--- config.mk ---
export PLATFORM = sky130hd
export DESIGN_NAME = c17_bist_array
export DESIGN_NICKNAME = d
export VERILOG_FILES = /design/src/rtl/c17_bist_pkg.sv /design/src/rtl/c17_bist_array_core.sv /design/src/rtl/c17_bist_array.sv
export SDC_FILE = /design/constraint.sdc
export NUM_CORES = 1
export LEC_CHECK = 0
export ABC_AREA = 1
export ABC_CLOCK_PERIOD_IN_PS = 7520
export CAP_MARGIN = 20
export CORE_MARGIN = 8
export CORE_UTILIZATION = 53
export DETAILED_ROUTE_END_ITERATION = 8
export GPL_TIMING_DRIVEN = 0
export PLACE_DENSITY = 0.78
export SLEW_MARGIN = 20
export SYNTH_ARGS = -nofsm -noshare
export SYNTH_HDL_FRONTEND = slang
export SYNTH_SLANG_ARGS = --single-unit
--- constraint.sdc ---
create_clock -name clk -period 7.52 [get_ports clk]
set_clock_uncertainty 0.05 [all_clocks]
set_input_delay 1.504 -clock clk [delete_from_list [all_inputs] [get_ports clk]]
set_output_delay 1.504 -clock clk [all_outputs]
set_load 0.02 [all_outputs]
--- src/rtl/c17_bist_pkg.sv ---
// Shared types and helpers for the C17 BIST array.
//  - state_t        : BIST controller states
//  - DEF_LFSR_POLY  : default pattern LFSR taps (x^20 + x^17 + 1)
//  - DEF_MISR_POLY  : default signature polynomial
//  - c17_eval       : behavioural C17, {G7,G6,G3,G2,G1} -> {G23,G22}
package c17_bist_pkg;

    typedef enum logic [1:0] {
        IDLE  = 2'd0,
        RUN   = 2'd1,
        FLUSH = 2'd2,
        DONE  = 2'd3
    } state_t;

    localparam logic [19:0] DEF_LFSR_POLY = 20'h90000;
    localparam logic [15:0] DEF_MISR_POLY = 16'h1021;

    function automatic logic [1:0] c17_eval(input logic [4:0] x);
        logic n10, n11, n16, n19;
        n10 = ~(x[0] & x[2]);
        n11 = ~(x[2] & x[3]);
        n16 = ~(x[1] & n11);
        n19 = ~(n11 & x[4]);
        return {~(n16 & n19), ~(n10 & n16)};
    endfunction

endpackage

--- src/rtl/c17_bist_array_core.sv ---
// Gate-level ISCAS C17 core, purely combinational.
//  core_in [4:0] : {G7,G6,G3,G2,G1}
//  res_c   [1:0] : {G23,G22}
module c17_core
    import c17_bist_pkg::*;
(
    input  logic [4:0] core_in,
    output logic [1:0] res_c
);

    logic n10, n11, n16, n19;

    assign n10      = ~(core_in[0] & core_in[2]);
    assign n11      = ~(core_in[2] & core_in[3]);
    assign n16      = ~(core_in[1] & n11);
    assign n19      = ~(n11 & core_in[4]);
    assign res_c[0] = ~(n10 & n16);
    assign res_c[1] = ~(n16 & n19);

    // Gate netlist must agree with the behavioural reference.
    always_comb begin
        assert (res_c == c17_eval(core_in));
    end

endmodule

--- src/rtl/c17_bist_array.sv ---
// Registered array of C17 cores with LFSR/MISR built-in self-test.
//  clk, reset (async, active-high)
//  start        : pulse, begins a BIST run from IDLE or DONE
//  func_in      : 5 bits per channel, {G7,G6,G3,G2,G1}
//  func_valid   : functional beat valid
//  fault_mask   : XORed onto core outputs ahead of stage 2 / MISR
//  func_out     : 2 bits per channel, {G23,G22}; holds when not valid
//  func_out_vld : functional result valid (2-cycle latency)
//  busy, done, pass, signature : BIST status and MISR contents
module c17_bist_array
    import c17_bist_pkg::*;
#(
    parameter int unsigned       CHANNELS     = 4,
    parameter int unsigned       LFSR_W       = 20,
    parameter logic [LFSR_W-1:0] LFSR_POLY    = LFSR_W'(DEF_LFSR_POLY),
    parameter logic [LFSR_W-1:0] LFSR_SEED    = LFSR_W'(1),
    parameter int unsigned       NUM_PATTERNS = 1000,
    parameter int unsigned       MISR_W       = 16,
    parameter logic [MISR_W-1:0] MISR_POLY    = MISR_W'(DEF_MISR_POLY),
    parameter logic [MISR_W-1:0] GOLDEN       = '0
) (
    input  logic                    clk,
    input  logic                    reset,
    input  logic                    start,
    input  logic [5*CHANNELS-1:0]   func_in,
    input  logic                    func_valid,
    input  logic [2*CHANNELS-1:0]   fault_mask,
    output logic [2*CHANNELS-1:0]   func_out,
    output logic                    func_out_vld,
    output logic                    busy,
    output logic                    done,
    output logic                    pass,
    output logic [MISR_W-1:0]       signature
);

    localparam int unsigned IN_W  = 5 * CHANNELS;
    localparam int unsigned OUT_W = 2 * CHANNELS;
    localparam int unsigned CNT_W = $clog2(NUM_PATTERNS + 1);

    // A zero seed would lock the LFSR, so it is promoted to 1.
    localparam logic [LFSR_W-1:0] SEED = (LFSR_SEED == '0) ? LFSR_W'(1) : LFSR_SEED;
    localparam logic [CNT_W-1:0]  LAST = CNT_W'(NUM_PATTERNS - 1);

    state_t             state;
    logic               flush_second;
    logic [CNT_W-1:0]   cnt;
    logic [LFSR_W-1:0]  lfsr;
    logic [MISR_W-1:0]  misr;
    logic [IN_W-1:0]    s1_in;
    logic               s1_vld;
    logic               s1_bist;
    logic [OUT_W-1:0]   s2_bist_out;
    logic               s2_bist;

    logic [IN_W-1:0]    pattern_c;
    logic [OUT_W-1:0]   core_res_c;
    logic [LFSR_W-1:0]  lfsr_raw_c;
    logic [LFSR_W-1:0]  lfsr_step_c;
    logic [MISR_W-1:0]  misr_d_c;
    logic               start_acc_c;
    logic               in_bist_c;

    // LFSR fan-out to the cores and one C17 instance per channel.
    for (genvar k = 0; k < CHANNELS; k++) begin : g_ch
        for (genvar i = 0; i < 5; i++) begin : g_bit
            assign pattern_c[5*k+i] = lfsr[(5*k+i) % LFSR_W];
        end
        c17_core u_core (
            .core_in (s1_in[5*k +: 5]),
            .res_c   (core_res_c[2*k +: 2])
        );
    end

    // Next LFSR value; the all-zero guard only matters for degenerate tap sets.
    assign lfsr_raw_c  = {lfsr[LFSR_W-2:0], ^(lfsr & LFSR_POLY)};
    assign lfsr_step_c = (lfsr_raw_c == '0) ? LFSR_W'(1) : lfsr_raw_c;

    // MISR next value; only advances behind a BIST beat in stage 2.
    assign misr_d_c = s2_bist
                    ? ({misr[MISR_W-2:0], 1'b0} ^ (misr[MISR_W-1] ? MISR_POLY : '0)
                       ^ MISR_W'(s2_bist_out))
                    : misr;

    assign in_bist_c   = (state == RUN) || (state == FLUSH);
    assign start_acc_c = start && ((state == IDLE) || (state == DONE));
    assign signature   = misr;

    // Pipeline, pattern generator, compactor and controller.
    always_ff @(posedge clk or posedge reset) begin
        if (reset) begin
            state        <= IDLE;
            flush_second <= 1'b0;
            cnt          <= '0;
            lfsr         <= SEED;
            misr         <= '0;
            s1_in        <= '0;
            s1_vld       <= 1'b0;
            s1_bist      <= 1'b0;
            s2_bist_out  <= '0;
            s2_bist      <= 1'b0;
            func_out     <= '0;
            func_out_vld <= 1'b0;
            busy         <= 1'b0;
            done         <= 1'b0;
            pass         <= 1'b0;
        end else begin
            // Stage 1: BIST patterns take over the input register while busy.
            s1_in   <= in_bist_c ? pattern_c : func_in;
            s1_vld  <= func_valid && !in_bist_c && !start_acc_c;
            s1_bist <= (state == RUN);

            // Stage 2: an accepted start also kills any functional beat in flight.
            if (s1_vld && !start_acc_c) begin
                func_out <= core_res_c ^ fault_mask;
            end
            func_out_vld <= s1_vld && !start_acc_c;
            if (s1_bist) begin
                s2_bist_out <= core_res_c ^ fault_mask;
            end
            s2_bist <= s1_bist;
            misr    <= misr_d_c;

            case (state)
                IDLE, DONE: begin
                    if (start) begin
                        state        <= RUN;
                        flush_second <= 1'b0;
                        lfsr         <= SEED;
                        misr         <= '0;
                        cnt          <= '0;
                        busy         <= 1'b1;
                        done         <= 1'b0;
                        pass         <= 1'b0;
                    end
                end
                RUN: begin
                    lfsr <= lfsr_step_c;
                    cnt  <= cnt + CNT_W'(1);
                    if (cnt == LAST) begin
                        state <= FLUSH;
                    end
                end
                FLUSH: begin
                    // Second flush cycle retires the last pattern into the MISR.
                    if (!flush_second) begin
                        flush_second <= 1'b1;
                    end else begin
                        flush_second <= 1'b0;
                        state        <= DONE;
                        busy         <= 1'b0;
                        done         <= 1'b1;
                        pass         <= (misr_d_c == GOLDEN);
                    end
                end
                default: state <= IDLE;
            endcase
        end
    end

endmodule

# == Word level (Yosys, flattened, before mapping) ==
# Index checks and enable logic that the tools add are counted.
# op_classes
eq_ne,7
n_mux,24
addsub,1
bitwise,51
reduce_logical,19
# ops
operator,count
20-bit two-way mux,3
16-bit two-way mux,3
20-bit one-hot mux with 2 select lines,1
1-bit AND,24
1-bit NOT,24
20-bit zero test,1
10-bit one-hot mux with 2 select lines,1
20-bit XOR reduction,1
16-bit zero test,1
16-bit by 13-bit bitwise XOR with 16-bit output,1
16-bit by 8-bit bitwise XOR with 16-bit output,1
13-bit two-way mux,1
10-bit by 1-bit adder with 10-bit output (second input constant),1
10-bit == test (second input constant),1
10-bit two-way mux,1
1-bit one-hot mux with 2 select lines,4
8-bit bitwise XOR,1
1-bit two-way mux,6
2-bit two-way mux,3
2-bit one-hot mux with 3 select lines,1
3-bit AND reduction,2
2-bit == test (second input constant),2
1-bit logical AND,4
2-bit != test (second input constant),2
other kinds (8),12
# word_totals
reg_bits,92
elab_cells,117
input_bits,32
out_inout_bits,28

# == Longest topological paths before layout ==
# Gate-level depths: netlist of run 1.
# logic_depth
ltp_word,7
mapped_depth,10

# == Hierarchy ==
# Synthesis of run 1 repeated with hierarchy kept, for this count alone.
# unflattened
hier_cells,497
area_unflattened_um2,4232.8
# modules_own_cells
mod,cells_each,n_inst,area_each_um2
c17_bist_array,469,1,4117.7
c17_core,7,4,28.8

# == Worst setup path after synthesis of run 1 ==
# OpenSTA, ideal clock, no wires.
# synth_timing
path_type,input-to-reg
from,input start
to,register cnt[5]
path_slack_ps,5301
path_stages,7
setup_ps,131
arrival_time_ps,2038
n_path_buf,0
path_cell_list,inv_2 > nand2_4 > o21ai_4 > inv_4 > nand3_1 > nor2_1 > nor3_2
# synth_via
elab_chain_cells,2
# synth_lines
item,line_no,rtl
from (decl),c17_bist_array.sv:24,"input logic start,"
2-bit != test (no source line),-,
2-bit AND reduction (no source line),-,
to (signal assigned),c17_bist_array.sv:138,cnt <= cnt + CNT_W'(1);
to (decl),c17_bist_array.sv:46,logic [CNT_W-1:0] cnt;
# No other way between the ends.
# A chain may end at the register's enable or synchronous reset.

# == Worst setup path after layout of run 1 ==
# layout_timing
from,"register misr[15], in the netlist signature[15]"
to,output signature[15]
# layout_rtl
item,line_no,rtl
from (decl),c17_bist_array.sv:48,logic [MISR_W-1:0] misr;
from (signal assigned),c17_bist_array.sv:121,misr <= misr_d_c;
to (decl),c17_bist_array.sv:33,output logic [MISR_W-1:0] signature
# No word-level cell between the ends.

==> results of run 1 <==
==> worst min path at each step <==
stage                        from      end  slack [ns]  cells past startpoint
after CTS                 s1_bist  s2_bist        0.33                      0
after floorplan           s1_bist  s2_bist        0.30                      0
after global routing      s1_bist  s2_bist        0.36                      0
final                     s1_bist  s2_bist        0.33                      0
after global placement    s1_bist  s2_bist        0.31                      0
after detailed placement  s1_bist  s2_bist        0.31                      0
==> logic make-up after synthesis <==
group                    synth area share, %
AO/OA/AOI/OAI                           11.0
XOR/XNOR                                2.56
adder cells (fa/ha/maj)                 1.22
buffers and inverters                   8.33
flip-flops                              56.2
AND/OR/NAND/NOR                         20.7
==> metrics by stage <==
stage               hold slack [ns]  std cells  setup WS, ns
detailed placement            0.311        636          4.63
finish                        0.333        652          4.49
CTS                           0.335        652          4.48
global route                  0.356        652          4.45
floorplan                     0.304        474          3.58
global placement              0.308        635          2.30
==> registers in the layout (all words and copies together), names as in the netlist <==
signal and flops:
s2_bist 1, done 1, busy 1, pass 1
s1_vld 1, cnt 10, lfsr 20, func_out_vld 1
s2_bist_out 8, state 2, flush_second 1, s1_in 20
func_out 8, s1_bist 1, signature 16
==> cell usage after synthesis, types with 2 or more instances <==
| cell type | n | area (sq um) |
|---|---|---|
| nor2_2 | 3 | 18.8 |
| nand3_1 | 23 | 115 |
| inv_1 | 59 | 221 |
| buf_2 | 4 | 20.0 |
| xnor2_1 | 6 | 52.6 |
| nand4_1 | 6 | 37.5 |
| nand2_1 | 130 | 488 |
| nor2_1 | 35 | 131 |
| ha_1 | 4 | 50.1 |
| o22ai_1 | 19 | 119 |
| o21ai_1 | 7 | 35.0 |
| clkbuf_1 | 4 | 15.0 |
| inv_2 | 4 | 15.0 |
| dfrtp_1 | 91 | 2280 |
| nand2_2 | 3 | 18.8 |
| a21oi_1 | 8 | 40.0 |
| xor2_1 | 6 | 52.6 |
| o21ai_0 | 47 | 235 |
| buf_4 | 2 | 15.0 |
| buf_6 | 4 | 45.0 |
==> layer usage <==
metal	GRT usage, %	wire length, um	vias up
li1	-	-	1653
met1	20.9	3730	1586
met2	28.4	4380	75
met3	4.52	392	18
met4	6.00	159	0
met5	0	0	-
==> power breakdown <==
part	switching, mW	leakage (nW)	internal (mW)
Combinational	0.607	1.14	0.376
Clock	0.199	0.104	0.133
Sequential	0.101	1.20	0.663
==> layout make-up <==
class	instances	area, sq um
Fill cell	632	2550
Sequential cell	92	2300
Multi-Input combinational cell	303	1460
Timing Repair Buffer	60	618
Inverter	64	245
Tap cell	102	128
Clock buffer	9	124
Buffer	15	98.8
Clock inverter	7	81.3
==> results.toml, run 1 <==
[run_status]
status = "complete, no violations"

[logic_synthesis]
synth-edff-count = 0
ys_types = 29
yosys_warnings = 0
synth-async-reset-ratio_pct = 100
synth-seq-cells = 92
avgSynthCellArea_sq_um = 8.65
synth_nets = 510
synth_ff_type = "dfrtp_1"
synth-seq-area-share_pct = 56.2
syn_inst = 474
syn_area_sq_um = 4100

[sta]
hold_viol_final = 0
slew_headroom_pct = 69.5
fin_tns_setup_ns = 0
setup_viol = 0
drv_slew = 0
fmax_ghz = 0.330
tightest_slew_ns = 0.458
fin_crit_sh_pct = 40.3
period_minus_slack_ns = 3.03
rsz0062_at_grt = "false"

[clocking]
tritoncts = "done"
clk_pin_slew_ns = 0.10
cts_setup_buffers = 0
cts_inserted_buffers = 9
insertion_delay_ns = 0.36
holdBufCountCts = 0
clock-sinks = 92
clockBufferDepth = 2
htreeDepth = 3
cts_root_buf = "clkbuf_8"
post_cts_resized = 0

[worst_setup_path]
path_cells = "clkdlybuf4s50_1"
timing.rr.end = "func_out[2]"
cp.arrival_ns = 1.48
rr_startpoint = "state[0]"
cp-endpoint = "signature[15]"
critPathTopFamily = "buffers and inverters"
critPathLaunchType = "register"
endpoint_kind = "output port"
crit_cells = 1
reg2reg_slack_ns = 5.68
crit_required_ns = 5.97
crit_start = "signature[15]"
path_max_fanout = 5
path_buf_inv = 1
cp_slowest_stage_delay_ns = 0.65
crit_path_top_delay_cell = "clkdlybuf4s50_1"
crit_type = "reg -> out"
r2r_cells = 8

[die]
die_w_um = 104
row_count = 32
dieArea_sq_um = 10800
io_pins = 60
core-area_sq_um = 7610
die_h_um = 104
start_util_pct = 53.9

[drt]
vias_per_cell = 5.11
via_count = 3332
drt_iter0_markers = 95
drc_errors = 0
detail-route-antenna-nets = 0
post_drt_wl_per_cell_um = 13.3
drt-pass1-iter-count = 6
drt_wl_total_mm = 8.66

[grt]
grt_max_degree = 58
grt_pass1_wl_mm = 15.3
grt-ovfl-total = 0
grt_usage_pct = 17.1
antenna_found_initial = 0
grt_pass1_vias = 3360

[placed_design]
gp_congestion = 0.882
dpl-instance-area_sq_um = 4850
port-buffer-count = 59
dp_hpwl_mm = 6.55

[layout]
nNetsFinal = 581
layout-drive-gt1-share_pct = 8.00
final_util_pct = 66.4
post-route-cell-area_sq_um = 5050
syn2layout_area_growth_pct = 23.3
layout_common_cells = "nand2_1 (130), dfrtp_1 (91), clkdlybuf4s50_1 (59)"
num_antenna_cells = 0
final_common_cell = "nand2_1"

[power_and_ir_drop]
power.total_mw = 2.08
power_leakage_nw = 2.44
vdd_drop_max_uv = 190
cellPowerDensity_nw_per_um2 = 411

[min_path]
hp-class = "reg -> reg"

[run]
cap_violations = 0
No activity file was read; power rests on OpenSTA's default activity.
==> run 2: changes to the inputs <==
--- a/config.mk
+++ b/config.mk
@@ -6,13 +6,13 @@
 export NUM_CORES = 1
 export LEC_CHECK = 0
 export ABC_AREA = 1
-export ABC_CLOCK_PERIOD_IN_PS = 7520
+export ABC_CLOCK_PERIOD_IN_PS = 2700
 export CAP_MARGIN = 20
 export CORE_MARGIN = 8
-export CORE_UTILIZATION = 53
+export CORE_UTILIZATION = 49
 export DETAILED_ROUTE_END_ITERATION = 8
 export GPL_TIMING_DRIVEN = 0
-export PLACE_DENSITY = 0.78
+export PLACE_DENSITY = 0.76
 export SLEW_MARGIN = 20
 export SYNTH_ARGS = -nofsm -noshare
 export SYNTH_HDL_FRONTEND = slang
==> constraint.sdc (replaced) <==
create_clock -name clk -period 2.7 [get_ports clk]
set_clock_uncertainty 0.05 [all_clocks]
set_input_delay 0.54 -clock clk [delete_from_list [all_inputs] [get_ports clk]]
set_output_delay 0.54 -clock clk [all_outputs]
set_load 0.02 [all_outputs]
==> results.toml, run 2 (same netlist as run 1, synthesis figures left out) <==
[run_status]
status = "complete, no violations"

[clocking]
cts_inserted_buffers = 9
cts_setup_buffers = 0
clock-sinks = 92
htreeDepth = 3
cts_root_buf = "clkbuf_8"
post_cts_resized = 0
tritoncts = "done"
clockBufferDepth = 2
insertion_delay_ns = 0.35
clk_pin_slew_ns = 0.09
holdBufCountCts = 0

[worst_setup_path]
path_max_fanout = 5
crit_path_top_delay_cell = "clkdlybuf4s50_1"
cp.arrival_ns = 1.45
crit_required_ns = 2.11
crit_type = "reg -> out"
path_buf_inv = 1
path_cells = "clkdlybuf4s50_1"
critPathLaunchType = "register"
cp_slowest_stage_delay_ns = 0.65
critPathTopFamily = "buffers and inverters"
endpoint_kind = "output port"

[placed_design]
dp_hpwl_mm = 6.86
gp_congestion = 0.893
port-buffer-count = 59
dp_cells = 640

[layout]
finalNonFillerCells = 656
num_antenna_cells = 0
nNetsFinal = 582
layout-drive-gt1-share_pct = 7.99
nFillCells = 684
layout_common_cells = "nand2_1 (130), dfrtp_1 (91), clkdlybuf4s50_1 (59)"
final_common_cell = "nand2_1"
final_util_pct = 61.6
syn2layout_area_growth_pct = 22.8

[sta]
slew_headroom_pct = 57.7
hold_viol_final = 0
drv_slew = 0
fmax_ghz = 0.490
tightest_slew_ns = 0.632
setup_viol = 0
fin_crit_sh_pct = 75.6
hold_slack_ns = 0.332
rsz0062_at_grt = "false"
fin_tns_setup_ns = 0
period_minus_slack_ns = 2.04

[drt]
drt_iter0_markers = 113
detail-route-antenna-nets = 0
drt-pass1-iter-count = 5
vias_per_cell = 5.07
drt_wl_total_mm = 8.93
post_drt_wl_per_cell_um = 13.6
via_count = 3326
drc_errors = 0

[grt]
grt_usage_pct = 16.2
antenna_found_initial = 0
grt_pass1_wl_mm = 15.2
grt-ovfl-total = 0
grt_pass1_vias = 3257
grt_max_degree = 35

[power_and_ir_drop]
vdd_drop_max_uv = 427
cellPowerDensity_nw_per_um2 = 1130
power_leakage_nw = 2.43

[die]
io_pins = 60
row_count = 33
start_util_pct = 50.2
die_h_um = 107
die_w_um = 107
core-area_sq_um = 8180
dieArea_sq_um = 11600

[min_path]
hp-class = "reg -> reg"

[run]
cap_violations = 0
## run 2: cell types whose count changed in the layout (fill, tap and decap cells not counted), sizes merged
cell      delta
buf          +1
clkinv       +1
clkbuf       +2
clkinvlp     +2
inv          -5
## run 2: final cells by class
type / instances / area [sq um] / share of cell area [%]
clock inverter: 5 / 27.5 / 0.547
inverter: 64 / 246 / 4.90
multi-input combinational: 303 / 1460 / 28.9
tap: 105 / 131 / 2.61
sequential: 92 / 2300 / 45.8
buffer: 15 / 98.8 / 1.96
clock buffer: 11 / 141 / 2.81
timing repair buffer: 61 / 631 / 12.5
## run 2: worst paths after layout
path / startpoint / to / slack (ns) / cells after the start
setup / recovery: signature[15] / signature[15] / 0.66 / 1
hold / removal: s1_bist / s2_bist / 0.33 / 0
setup reg to reg: state[0] / func_out[6] / 0.89 / 8
hold reg to reg: s1_bist / s2_bist / 0.33 / 0
max in group asynchronous: reset / lfsr[0] / 1.41 / 3
min in group asynchronous: reset / signature[9] / 0.57 / 2
## run 2: routing by layer
metal / GRT usage [%] / part of all wire, %
met5: 0 / 0
met4: 5.65 / 0.54
met3: 3.05 / 5.7
met2: 27.1 / 50
met1: 20.5 / 44
## run 2: through the flow
| stage | power [mW] | cell area, sq um | worst slack (ns) |
|---|---|---|---|
| final | 5.70 | 5030 | 0.659 |
| after global routing | 6.16 | 5030 | 0.613 |
| after CTS | 5.73 | 5030 | 0.633 |
| after detailed placement | 4.91 | 4870 | 0.780 |
| after global placement | 4.80 | 4830 | 0.0934 |
| after floorplan | 3.99 | 4100 | 1.03 |
## run 2: power breakdown
group	total [mW]	switching [mW]	internal [mW]
Sequential	2.14	0.294	1.85
Clock	0.821	0.467	0.355
Combinational	2.74	1.69	1.05
Total	5.70	2.45	3.25
## run 2: worst reg2reg max path, stage by stage (launching register included)
cell     delay (ns)
dfrtp_1        0.41
inv_1          0.06
ha_1           0.29
buf_4          0.19
nand2_1        0.14
nand2_1        0.18
buf_4          0.23
nand2_1        0.06
o21ai_0        0.08
==> run 3: changes to the inputs <==
--- a/config.mk
+++ b/config.mk
@@ -6,13 +6,13 @@
 export NUM_CORES = 1
 export LEC_CHECK = 0
 export ABC_AREA = 1
-export ABC_CLOCK_PERIOD_IN_PS = 2700
+export ABC_CLOCK_PERIOD_IN_PS = 2000
 export CAP_MARGIN = 20
 export CORE_MARGIN = 8
-export CORE_UTILIZATION = 49
+export CORE_UTILIZATION = 53
 export DETAILED_ROUTE_END_ITERATION = 8
 export GPL_TIMING_DRIVEN = 0
-export PLACE_DENSITY = 0.76
+export PLACE_DENSITY = 0.78
 export SLEW_MARGIN = 20
 export SYNTH_ARGS = -nofsm -noshare
 export SYNTH_HDL_FRONTEND = slang
==> constraint.sdc (replaced) <==
create_clock -name clk -period 2 [get_ports clk]
set_clock_uncertainty 0.05 [all_clocks]
set_input_delay 0.4 -clock clk [delete_from_list [all_inputs] [get_ports clk]]
set_output_delay 0.4 -clock clk [all_outputs]
set_load 0.02 [all_outputs]
==> results.toml, run 3 (same netlist as run 1, synthesis figures left out) <==
[run_status]
status = "complete, no violations"

[sta]
drv_slew = 0
hold_viol_final = 0
fin_crit_sh_pct = 96.1
setup_viol = 0
period_minus_slack_ns = 1.92
fin_tns_setup_ns = 0
slew_headroom_pct = 74.9
fmax_ghz = 0.521
rsz0062_at_grt = "false"
tightest_slew_ns = 0.376

[drt]
post_drt_wl_per_cell_um = 13.9
detail-route-antenna-nets = 0
vias_per_cell = 5.19
drt_wl_total_mm = 9.09
drt-pass1-iter-count = 4
drt_iter0_markers = 128
drc_errors = 0
via_count = 3396

[layout]
nFillCells = 615
multiInputGateArea_sq_um = 1460
layout-drive-gt1-share_pct = 8.33
num_antenna_cells = 0
area.sequential_sq_um = 2300
finalNonFillerCells = 654
nNetsFinal = 583
layout_common_cells = "nand2_1 (130), dfrtp_1 (91), clkdlybuf4s50_1 (59)"
final_common_cell = "nand2_1"
syn2layout_area_growth_pct = 24.9

[worst_setup_path]
timing.rr.end = "func_out[2]"
endpoint_kind = "output port"
crit_cells = 1
cp-endpoint = "signature[15]"
critPathTopFamily = "buffers and inverters"
path_cells = "clkdlybuf4s50_1"
cp.arrival_ns = 1.47
path_max_fanout = 5
crit_start = "signature[15]"
rr_startpoint = "state[0]"
crit_type = "reg -> out"
crit_path_top_delay_cell = "clkdlybuf4s50_1"
crit_required_ns = 1.55
cp_slowest_stage_delay_ns = 0.65
path_buf_inv = 1
reg2reg_slack_ns = 0.19
critPathLaunchType = "register"
r2r_cells = 8

[clocking]
cts_root_buf = "clkbuf_8"
cts_setup_buffers = 0
clock-sinks = 92
tritoncts = "done"
clockBufferDepth = 2
htreeDepth = 3
cts_inserted_buffers = 9
clk_pin_slew_ns = 0.10
post_cts_resized = 0
holdBufCountCts = 0
insertion_delay_ns = 0.35

[power_and_ir_drop]
vdd_drop_max_uv = 685
combPwrFrac_pct = 46.3
cellPowerDensity_nw_per_um2 = 1570
seqPwrFrac_pct = 36.0
power_leakage_nw = 2.47
clkPwrFrac_pct = 17.7
internal_power_mw = 4.64
switching_power_mw = 3.40
swShare_pct = 42.3
power.total_mw = 8.04

[grt]
grt_pass1_wl_mm = 15.6
antenna_found_initial = 0
grt_pass1_vias = 3390
grt-ovfl-total = 0
grt_max_degree = 30
grt_usage_pct = 17.4

[die]
dieArea_sq_um = 10800
die_h_um = 104
die_w_um = 104
io_pins = 60
start_util_pct = 53.9
core-area_sq_um = 7610
row_count = 32

[placed_design]
dp_hpwl_mm = 7.00
gp_congestion = 0.898
port-buffer-count = 59
dp_cells = 638

[min_path]
hp-class = "in -> async"

[run]
cap_violations = 0
-- run 3: worst min path at each step --
stage                       start           end  slack (ns)  cells after the start
after floorplan           s1_bist       s2_bist        0.30                      0
after global placement    s1_bist       s2_bist        0.31                      0
after detailed placement  s1_bist       s2_bist        0.31                      0
after CTS                   reset  signature[1]        0.32                      2
after global routing        reset          done        0.34                      2
final                       reset  signature[1]        0.32                      2
-- run 3: metrics by stage --
step           instance area (sq um)  setup WS, ns  util [%]  hold WS [ns]
6_report                        5120        0.0788      67.3         0.318
5_1_grt                         5120        0.0345      67.3         0.343
4_1_cts                         5120        0.0762      67.3         0.319
3_5_place_dp                    4890         0.180      64.3         0.310
3_3_place_gp                    4820        -0.443      63.4         0.309
2_1_floorplan                   4100         0.437         -         0.304
-- run 3: layer usage --
metal  up-vias  wire length, um  track usage (%)
met5         -                0                0
met4         0              142             6.41
met3        15              388             4.21
met2        88             4630             29.4
met1      1636             3920             21.0
li1       1657                -                -
-- run 3: power groups by stage --
stage                     clock network, mW  registers, mW  logic [mW]
after floorplan                           0           3.10        2.28
after global placement                    0           2.89        3.58
after detailed placement                  0           2.92        3.73
after CTS                              1.44           2.89        3.74
after global routing                   1.52           2.97        4.18
final                                  1.43           2.89        3.72
-- run 3: final cells by class --
| type | count | share of cell area [%] |
|---|---|---|
| Buffer | 15 | 1.93 |
| Clock buffer | 9 | 2.42 |
| Clock inverter | 7 | 2.08 |
| Inverter | 64 | 4.81 |
| Multi-Input combinational cell | 303 | 28.4 |
| Sequential cell | 92 | 45.0 |
| Tap cell | 102 | 2.49 |
| Timing Repair Buffer | 62 | 12.9 |
==> RTL change 1: new RTL, flow settings as in run 2 <==
The parameter `MISR_W` goes from 16 to 14.
--- a/src/rtl/c17_bist_array.sv
+++ b/src/rtl/c17_bist_array.sv
@@ -15,7 +15,7 @@
     parameter logic [LFSR_W-1:0] LFSR_POLY    = LFSR_W'(DEF_LFSR_POLY),
     parameter logic [LFSR_W-1:0] LFSR_SEED    = LFSR_W'(1),
     parameter int unsigned       NUM_PATTERNS = 1000,
-    parameter int unsigned       MISR_W       = 16,
+    parameter int unsigned       MISR_W       = 14,
     parameter logic [MISR_W-1:0] MISR_POLY    = MISR_W'(DEF_MISR_POLY),
     parameter logic [MISR_W-1:0] GOLDEN       = '0
 ) (
Interface: changed (resized signature); port bits go from 60 to 58. No check against the original RTL was run, so the function may have changed too.
==> RTL change 1 against run 2 <==
Via count shrank 2.6%; sequential power shrank 2%; non-clock buffer count shrank 2; core utilization shrank 0.13 points; worst setup slack lost 17 ps; global-route usage grew 0.51 points; first-iteration DRC count grew 19%; sequential cell count shrank 2; register-to-register slack gained 50 ps; power is essentially flat; final area shrank 1.2%; routed wire length shrank 0.93%; synthesized area shrank 1.8%; critical path type unchanged; largest power group unchanged; highest routed layer unchanged.
==> RTL change 1: results <==
export IMPL_p_leak_nw=2.40
export IMPL_startpoint="signature[13]"
export IMPL_postPlaceCellArea_um2=4770
export IMPL_viasPerCell=5.09
export IMPL_fin_nets=563
export IMPL_ir_drop_mv=0.650
export IMPL_drt_initial_drc_count=134
export IMPL_pre_cts_ws_ps=729
export IMPL_portBuffers=57
export IMPL_grt_pass1_vias=3361
export IMPL_root_buffer="clkbuf_8"
export IMPL_worstMarginPinSlew_ps=533
export IMPL_min_from="s1_bist"
export IMPL_critical_path_arrival_ps=1470
export IMPL_grt_pass1_wl_mm=15.5
export IMPL_crit_fanout=6
export IMPL_p_sw_mw=2.43
export IMPL_crit_family="buffers and inverters"
export IMPL_gp_congestion=0.883
export IMPL_grt_overflow=0
export IMPL_clock_latency_ps=350
export IMPL_antenna_found_initial=0
export IMPL_grt_use_total_pct=16.7
export IMPL_async_flop_share_pct=100
export IMPL_grt_max_degree=37
export IMPL_cts_buffers_inserted=9
export IMPL_synth_common_cells="123 x nand2_1, 89 x dfrtp_1, 59 x inv_1"
export IMPL_status="complete, no violations"
export IMPL_synth_distinct_cells=33
export IMPL_seq_area_frac_synth_pct=56.0
export IMPL_drive_gt1_share_pct=8.65
export IMPL_drtPass1Iterations=4
export IMPL_synth_fp_nets=493
export IMPL_wl_per_cell_um=13.9
export IMPL_detailed_place_hpwl_mm=6.76
export IMPL_yosys_top_cells_area="dfrtp_1 55%, nand2_1 11%, o21ai_0 6.0%"
RTL change 1: final timing paths:
kind | endpoint | slack, ps | depth (start not counted)
max in group asynchronous | lfsr[0] | 1240 | 4
hold / removal | s2_bist | 340 | 0
setup / recovery | signature[13] | 640 | 1
min in group asynchronous | func_out[4] | 520 | 2
setup reg to reg | func_out[6] | 940 | 8
hold reg to reg | s2_bist | 340 | 0
RTL change 1: logic make-up (layout without fill, tap and decap cells):
family	after synthesis	in the layout	share of synthesized area, %
flip-flops	90	90	56.0
buffers and inverters	78	153	8.51
AND/OR/NAND/NOR	189	189	20.7
AO/OA/AOI/OAI	87	87	11.6
adder cells (fa/ha/maj)	4	4	1.24
XOR/XNOR	9	9	1.96
RTL change 1: metrics by stage:
stage	instances	util, %
6_report	637	61.5
5_1_grt	637	61.5
4_1_cts	637	61.5
3_5_place_dp	621	59.0
3_3_place_gp	619	58.5
2_1_floorplan	457	-
RTL change 1: power by group through the flow:
stage / clock (mW) / combinational, mW / sequential (mW)
4_1_cts: 0.942 / 2.70 / 2.09
5_1_grt: 1.00 / 3.04 / 2.15
2_1_floorplan: 0 / 1.70 / 2.23
6_report: 0.925 / 2.69 / 2.09
3_3_place_gp: 0 / 2.59 / 2.10
3_5_place_dp: 0 / 2.68 / 2.12
RTL change 1: per-layer routing:
| metal | share of wire, % | track usage (%) |
|---|---|---|
| met1 | 44 | 20.5 |
| met2 | 50 | 28.4 |
| met3 | 5.3 | 3.30 |
| met4 | 1.5 | 6.33 |
| met5 | 0 | 0 |
RTL change 1: final cells by class:
cell class,instances,area (µm²)
inverters,63,243
repair buffers,59,611
clock buffers,9,124
clock inverters,7,77.6
plain buffers,15,104
well taps,105,131
fillers,699,3120
multi-input cells,289,1430
flip-flops and latches,90,2250
==> RTL change 2: new RTL, settings of run 2 <==
Made on the original files. Re-encode `state_t` (4 states) as one-hot, 4 bits wide.
--- a/src/rtl/c17_bist_pkg.sv
+++ b/src/rtl/c17_bist_pkg.sv
@@ -5,11 +5,11 @@
 //  - c17_eval       : behavioural C17, {G7,G6,G3,G2,G1} -> {G23,G22}
 package c17_bist_pkg;
 
-    typedef enum logic [1:0] {
-        IDLE  = 2'd0,
-        RUN   = 2'd1,
-        FLUSH = 2'd2,
-        DONE  = 2'd3
+    typedef enum logic [3:0] {
+        IDLE  = 4'b0001,
+        RUN   = 4'b0010,
+        FLUSH = 4'b0100,
+        DONE  = 4'b1000
     } state_t;
 
     localparam logic [19:0] DEF_LFSR_POLY = 20'h90000;
Formal check against the unedited RTL: same outputs for any inputs over 10 cycles, from zero or initial values and one cycle with reset high; not proved beyond that.
==> RTL change 2 against run 2 <==
Routed wire length rose by 2.7%; sequential share of layout area is 0.72 points lower; final area increased by 3.9%; synthesized area is 4.2% higher; power fell by 7.4%; critical path depth did not move; worst setup slack got worse by 17 ps; register-to-register slack improved by 300 ps; sequential cell count grew 2; largest cell class unchanged; largest power group unchanged.
==> RTL change 2: results <==
export IMPL_status="complete, no violations"
export IMPL_synthAdderAreaFrac_pct=0.293
export IMPL_synth_fp_nets=517
export IMPL_clock_latency_ps=360
export IMPL_synth_distinct_cells=31
export IMPL_p_leak_nw=2.49
export IMPL_cts_buffers_inserted=9
export IMPL_synth_edf_count=0
export IMPL_critical_path_arrival_ps=1470
export IMPL_cts_repair_resized=0
export IMPL_synth_top_family_by_area="simple AND/OR/NAND/NOR gates"
export IMPL_synth_compound_area_share_pct=11.4
export IMPL_fill_cells=743
export IMPL_yosysWarningCount=0
export IMPL_ir_drop_mv=0.501
export IMPL_viasPerCell=5.08
export IMPL_htreeDepth=3
export IMPL_crit_fanout=6
export IMPL_fin_nets=589
export IMPL_grt_pass1_wl_mm=15.8
export IMPL_clk_pin_slew_worst_paths_ps=90
export IMPL_crit_family="buffers and inverters"
export IMPL_drt_initial_drc_count=119
export IMPL_max_clock_path_buffers=2
export IMPL_worstMarginPinSlew_ps=717
export IMPL_synth_common_cells="126 x nand2_1, 92 x dfrtp_1, 55 x inv_1"
export IMPL_drt_wl_total_mm=9.17
export IMPL_detailed_place_hpwl_mm=7.16
export IMPL_synthFlopType="dfrtp_1"
export IMPL_grt_use_total_pct=16.7
export IMPL_portBuffers=59
export IMPL_slowest_delay_ps=650
export IMPL_antenna_found_initial=0
export IMPL_grt_max_degree=35
export IMPL_critPathSlowestCell="clkdlybuf4s50_1"
export IMPL_hold_path_class="reg2reg"
export IMPL_n_antenna_cell=0
export IMPL_synth_area_mux_share_pct=0.527
export IMPL_async_flop_share_pct=100
export IMPL_seq_area_frac_synth_pct=55.1
export IMPL_grt_pass1_vias=3455
export IMPL_yosys_top_cells_area="dfrtp_1 54%, nand2_1 11%, inv_1 4.8%"
export IMPL_root_buffer="clkbuf_8"
export IMPL_drtPass1Iterations=4
export IMPL_drive_gt1_share_pct=9.09
export IMPL_post_cts_setup_buffer_count=0
export IMPL_synth_xor_area_share_pct=2.05
export IMPL_gp_congestion=0.897
RTL change 2: changes by cell type after synthesis, moves of 3 or more:
cell / change
a21oi_1: +27
o21ai_0: -18
nor2_1: +14
inv_1: -4
nand2_1: -4
o21ai_1: -4
ha_1: -3
nand3_1: -3
nor2_2: -3
nor2_8: +3
RTL change 2: per-layer routing:
layer	wire [µm]	vias up	global-route usage (%)
met5	0	-	0
met4	235	0	7.14
met3	486	22	4.16
met2	4540	87	28.9
met1	3900	1598	19.2
li1	-	1690	-
RTL change 2: cells by family after synthesis:
logic type / Yosys count
fa+ha+maj: 1
mux: 2
buf+inv: 76
xor+xnor: 10
compound gates: 89
flops: 94
simple gates: 212
RTL change 2: stage by stage:
step	area (µm²)	worst slack, ps	instances	total power [mW]
finish	5230	642	669	5.29
global route	5230	606	669	5.68
CTS	5230	638	669	5.33
detailed placement	5040	827	653	4.45
global placement	5000	55.8	651	4.36
floorplan	4270	1010	484	3.70
RTL change 2: layout make-up:
cell class	count	area, µm²	share of cell area [%]
Sequential cell	94	2350	45.0
Multi-Input combinational cell	314	1540	29.5
Timing Repair Buffer	61	631	12.1
Inverter	61	240	4.59
Clock buffer	14	173	3.30
Buffer	15	138	2.63
Tap cell	108	135	2.58
Clock inverter	2	16.3	0.311
RTL change 2: path summary, 6_finish.rpt:
path	startpoint	end	slack [ps]	depth (start not counted)
worst max register to register	state[0]	lfsr[8]	1190	7
worst min-delay path	func_out[0]	func_out[0]	450	2
max in group asynchronous	reset	state[0]	1340	3
worst max-delay path	signature[15]	signature[15]	640	1
worst min register to register	func_out[0]	func_out[0]	450	2
min in group asynchronous	reset	s2_bist_out[2]	590	2
RTL change 2: power breakdown:
group	internal, mW	switching [mW]
combinational	0.942	1.36
clock	0.414	0.469
sequential	1.84	0.251
